[src/rtl/xw_counter_pkg.sv]
// ============================================================================
// Module      : xw_counter_pkg
// Description : Shared constants and terminal-value helper for xw_counter_univ
// Revision    : 1.0  initial release
// ============================================================================
`default_nettype none

package xw_counter_pkg;

    localparam logic MODE_UP   = 1'b1;
    localparam logic MODE_DOWN = 1'b0;

    localparam bit WRAP_EN  = 1'b1;
    localparam bit SATURATE = 1'b0;

    // MODULUS-1 reduced to WIDTH bits, so MODULUS = 2^WIDTH yields all-ones.
    function automatic logic [31:0] term_val(input int width, input longint modulus);
        logic [63:0] w_m;
        w_m = 64'(modulus) - 64'd1;
        w_m = w_m & ((64'd1 << width) - 64'd1);
        return w_m[31:0];
    endfunction

endpackage

`default_nettype wire

[src/rtl/xw_counter_next.sv]
// ============================================================================
// Module      : xw_counter_next
// Description : Combinational next-count, terminal-count and wrap-event logic
// Revision    : 1.0  initial release
// ============================================================================
`default_nettype none

module xw_counter_next
    import xw_counter_pkg::*;
#(
    parameter int     WIDTH   = 4,
    parameter longint MODULUS = 16,
    parameter bit     WRAP    = 1'b1
) (
    input  logic [WIDTH-1:0] i_q,
    input  logic             i_up,
    output logic [WIDTH-1:0] o_next_q,
    output logic             o_tc,
    output logic             o_wrap_evt
);

    localparam logic [31:0]      c_TERM32  = term_val(WIDTH, MODULUS);
    localparam logic [WIDTH-1:0] c_TERM    = c_TERM32[WIDTH-1:0];
    localparam logic [WIDTH-1:0] c_ONE     = {{(WIDTH-1){1'b0}}, 1'b1};
    localparam bit               c_WRAP_ON = (WRAP == WRAP_EN);

    always_comb begin
        o_next_q   = i_q;
        o_wrap_evt = 1'b0;
        if (i_up == MODE_UP) begin
            if (i_q >= c_TERM) begin
                o_next_q   = c_WRAP_ON ? '0 : i_q;
                o_wrap_evt = c_WRAP_ON;
            end else begin
                o_next_q = i_q + c_ONE;
            end
        end else begin
            // Out-of-range values snap to the terminal value; that is not a wrap.
            if (i_q == '0) begin
                o_next_q   = c_WRAP_ON ? c_TERM : i_q;
                o_wrap_evt = c_WRAP_ON;
            end else if (i_q > c_TERM) begin
                o_next_q = c_TERM;
            end else begin
                o_next_q = i_q - c_ONE;
            end
        end
    end

    assign o_tc = (i_up == MODE_UP) ? (i_q == c_TERM) : (i_q == '0);

endmodule

`default_nettype wire

[src/rtl/xw_counter_univ.sv]
// ============================================================================
// Module      : xw_counter_univ
// Description : Parametrised up/down 74x163-style counter with wrap pulse
// Revision    : 1.0  initial release
// ============================================================================
`default_nettype none

module xw_counter_univ
    import xw_counter_pkg::*;
#(
    parameter int     WIDTH   = 4,
    parameter longint MODULUS = 16,
    parameter bit     WRAP    = 1'b1
) (
    input  logic             CLK,
    input  logic             RST,
    input  logic             CLR_L,
    input  logic             LD_L,
    input  logic             ENP,
    input  logic             ENT,
    input  logic             UP,
    input  logic [WIDTH-1:0] D,
    output logic [WIDTH-1:0] Q,
    output logic             RCO,
    output logic             TC,
    output logic             WRAP_P
);

    logic [WIDTH-1:0] r_q;
    logic             r_wrap_p;
    logic [WIDTH-1:0] w_next_q;
    logic             w_tc;
    logic             w_wrap_evt;

    xw_counter_next #(
        .WIDTH   (WIDTH),
        .MODULUS (MODULUS),
        .WRAP    (WRAP)
    ) u_next (
        .i_q        (r_q),
        .i_up       (UP),
        .o_next_q   (w_next_q),
        .o_tc       (w_tc),
        .o_wrap_evt (w_wrap_evt)
    );

    always_ff @(posedge CLK or posedge RST) begin
        if (RST) begin
            r_q      <= '0;
            r_wrap_p <= 1'b0;
        end else if (!CLR_L) begin
            r_q      <= '0;
            r_wrap_p <= 1'b0;
        end else if (!LD_L) begin
            r_q      <= D;
            r_wrap_p <= 1'b0;
        end else if (ENP && ENT) begin
            r_q      <= w_next_q;
            r_wrap_p <= w_wrap_evt;
        end else begin
            r_wrap_p <= 1'b0;
        end
    end

    assign Q      = r_q;
    assign WRAP_P = r_wrap_p;
    assign TC     = w_tc;
    // Ungated by ENP/CLR_L/LD_L so a following stage sees carry as in a 74x163 chain.
    assign RCO    = ENT & w_tc;

endmodule

`default_nettype wire

[config.mk]
export PLATFORM = sky130hd
export DESIGN_NAME = xw_counter_univ
export DESIGN_NICKNAME = d
export VERILOG_FILES = /design/src/rtl/xw_counter_pkg.sv /design/src/rtl/xw_counter_next.sv /design/src/rtl/xw_counter_univ.sv
export SDC_FILE = /design/constraint.sdc
export NUM_CORES = 1
export LEC_CHECK = 0
export ABC_CLOCK_PERIOD_IN_PS = 3000
export BUFFER_PORTS_ARGS = -buffer_cell sky130_fd_sc_hd__buf_4
export CAP_MARGIN = 20
export CORE_AREA = 2 2 39 41
export DETAILED_ROUTE_END_ITERATION = 6
export DIE_AREA = 0 0 41 43
export GPL_TIMING_DRIVEN = 1
export PLACE_DENSITY_LB_ADDON = 0.15
export SKIP_LAST_GASP = 1
export SYNTH_ARGS = -nofsm -noshare
export SYNTH_HDL_FRONTEND = slang
export SYNTH_SLANG_ARGS = --single-unit
export TNS_END_PERCENT = 1
[constraint.sdc]
create_clock -name CLK -period 3 [get_ports CLK]
set_clock_uncertainty 0.1 [all_clocks]
set_input_delay 0.3 -clock CLK [delete_from_list [all_inputs] [get_ports CLK]]
set_output_delay 0.3 -clock CLK [all_outputs]
set_load 0.05 [all_outputs]
==> results_dict.tcl <==
set metrics [dict create \
    status "completed" \
    intPower_uw 156.5 \
    grt_pass1_wl_mm 1.545 \
    netlist_top_cells_count "5 x dfrtp_1, 5 x inv_1, 4 x a21oi_1, 4 x nand2_1" \
    die_width_um 41 \
    vias 435 \
    synth_area_sq_um 395.4 \
    grt_max_degree 10 \
    setup_ws_ps 708.6 \
    min_path_type "in -> reg" \
    final_core_util_pct 41.05 \
    synth_nets 60 \
    rows 14 \
    htreeDepth 1 \
    place.gp.congestion 0.8081 \
    yosysUniqueCellTypes 24 \
    grt_pass1_vias 390 \
    port_buffers 17 \
    numCtsBuffers 3 \
    leakage_nw 0.2762 \
    syn_avg_cell_area_sq_um 8.412 \
    cap_violations 0 \
    cts_max_path_buffers 2 \
    drt_iter0_drc 9 \
    max-slew-margin-rel_pct 82.36 \
    coreArea_sq_um 1384 \
    max_freq_ghz 0.4364 \
    drt-total-wl_um 966 \
    worstPathRequired_ps 2600 \
    p_total_uw 241.9 \
    final_cells 83 \
    cp-end-kind "output port" \
    combPwrFrac_pct 33.7 \
    ys_seq_area_share_pct 31.65 \
    finalCritPeriodShare_pct 76.38 \
    report.final.hold_viol_count 0 \
    finalSetupViolCount 0 \
    ant_nets 0 \
    post_cts_buffers 0 \
    synth_top_area_share_pct 31.65 \
    dp_slack_ps 964.6 \
    rsz0062_at_grt "no" \
    cts_tree "built" \
    vdd_drop_max_mv 0.2073 \
    final_area_sq_um 568.0 \
    pin_count 18 \
    start_kind "register" \
    ys_seq_elements 5 \
    clk_pin_slew_ps 40 \
    path_delay_family "simple AND/OR/NAND/NOR gates" \
    seq_power_share_pct 33.2 \
    yosys_warnings 0 \
    die-area_sq_um 1763 \
    grt_usage_pct 13.23 \
    area_growth_pct 43.67 \
    synth_cells 47 \
    dp_hpwl_um 752.4 \
    post_dp_cell_area_sq_um 531.8 \
    dp_cells 78 \
    worstMarginPinSlew_ps 263.8 \
    swShare_pct 35.31 \
    fin_setup_tns_ps 0 \
    synth.area.top_cells "dfrtp_1 32%, ha_1 6.3%, a21oi_1 5.1%" \
    firstDrtPassIters 4 \
    p_switching_uw 85.40 \
    cp_slowest_stage_delay_ps 480 \
    synth_edf_count 0 \
    synth_ff_type "dfrtp_1" \
    fin_crit_ps 2291 \
    p_per_area_nw_per_um2 425.8 \
    arrival_ps 1890 \
    die-height_um 43 \
    path_buf_inv 2 \
    clk_latency_ps 250 \
    via_per_inst 5.241 \
    crit_type "reg -> out" \
    drcViolationCount 0 \
    initial_core_util_pct 28.57 \
    cts-root-buf "clkbuf_4" \
    grt_antenna_before_repair 0 \
    wl_per_cell_um 11.64 \
    drv_slew 0 \
    drive_above_1_share_pct 34.33 \
    grt_overflow 0 \
    hold_ws_ps 192.0 \
    pwr-share-clk_pct 33.1 \
    diodes 0 \
    synth_top_area_cell "dfrtp_1" \
    synthArstFlopShare_pct 100.0 \
    crit_chain "inv_1 > ha_1 > or4b_4 > nand2_1 > and2_1 > buf_4" \
    crit_fanout 8 \
    cts.sinks 5 \
    finalNetCount 81 \
    cpMaxStageDelayCell "or4b_4" \
]
-- metal layers --
metal | vias to the layer above | share of wire (%) | global-route usage (%)
met2 | 20 | 47 | 18.75
met4 | 0 | 0 | 2.000
li1 | 211 | - | -
met3 | 0 | 8.4 | 9.424
met5 | - | 0 | 0
met1 | 204 | 44 | 16.29
-- power groups by stage --
stage / Combinational [mW] / Sequential [mW] / Clock (mW)
after global routing: 0.0879 / 0.0812 / 0.0911
final: 0.0815 / 0.0804 / 0.0799
after detailed placement: 0.0806 / 0.0814 / 0
after global placement: 0.0818 / 0.0812 / 0
after CTS: 0.0819 / 0.0804 / 0.0845
after floorplan: 0.0412 / 0.0941 / 0
-- placed cells by master, fill, tap and decap left out --
cell type | netlist | layout
a21oi_1 | 4 | 4
a21oi_2 | 2 | 2
a221oi_1 | 1 | 1
a311oi_1 | 1 | 1
a31oi_1 | 1 | 1
a41o_1 | 1 | 1
and2_1 | 1 | 1
buf_4 | 1 | 17
clkbuf_1 | 0 | 1
clkbuf_4 | 0 | 3
dfrtp_1 | 5 | 5
dlygate4sd3_1 | 0 | 1
ha_1 | 2 | 2
inv_1 | 5 | 5
mux2i_1 | 1 | 1
nand2_1 | 4 | 4
nand3_1 | 2 | 2
nand4_1 | 2 | 2
nor2_1 | 3 | 3
nor2b_1 | 1 | 1
o21ai_0 | 3 | 3
o21bai_1 | 1 | 1
o311a_1 | 1 | 1
o32ai_1 | 1 | 1
or4b_4 | 1 | 1
xnor2_1 | 2 | 2
-- flip-flops by register name (all words and copies together) (netlist names) --
signal	cells
Q	4
WRAP_P	1
-- timing repair --
item,in CTS,in global routing
endpoints found under the hold margin,5,0
hold buffers,1,0
gates resized for setup,0,0
-- worst paths after layout --
path | start | endpoint | slack [ps] | depth (start not counted)
max | Q[0] | RCO | 710 | 6
min | LD_L | Q[0] | 190 | 2
max reg2reg | Q[0] | Q[0] | 1260 | 6
min reg2reg | Q[1] | Q[1] | 560 | 2
max in group asynchronous | RST | Q[3] | 2200 | 3
min in group asynchronous | RST | Q[2] | 410 | 3
-- cell families (layout without fill, tap and decap cells) --
| logic type | count (synthesis) | in the layout | share of synthesized area [%] |
|---|---|---|---|
| simple gates | 14 | 14 | 18.99 |
| buf+inv | 7 | 27 | 7.595 |
| mux | 1 | 1 | 2.532 |
| xor+xnor | 2 | 2 | 4.431 |
| fa+ha+maj | 2 | 2 | 6.328 |
| flops | 5 | 5 | 31.65 |
| compound gates | 16 | 16 | 28.48 |
-- area by class of cell --
class / count / area (sq um)
inverters: 5 / 18.77
flip-flops and latches: 5 / 125.1
well taps: 16 / 20.02
clock buffers: 4 / 26.28
multi-input cells: 35 / 240.2
fillers: 149 / 815.8
repair buffers: 18 / 137.6
-- worst reg2reg max path, stage by stage, from the launching register on --
cell	delay [ps]
dfrtp_1	460
inv_1	120
ha_1	170
or4b_4	480
a21oi_2	140
a21oi_1	60
a21oi_2	140
Power figures use the tool's default switching activity.
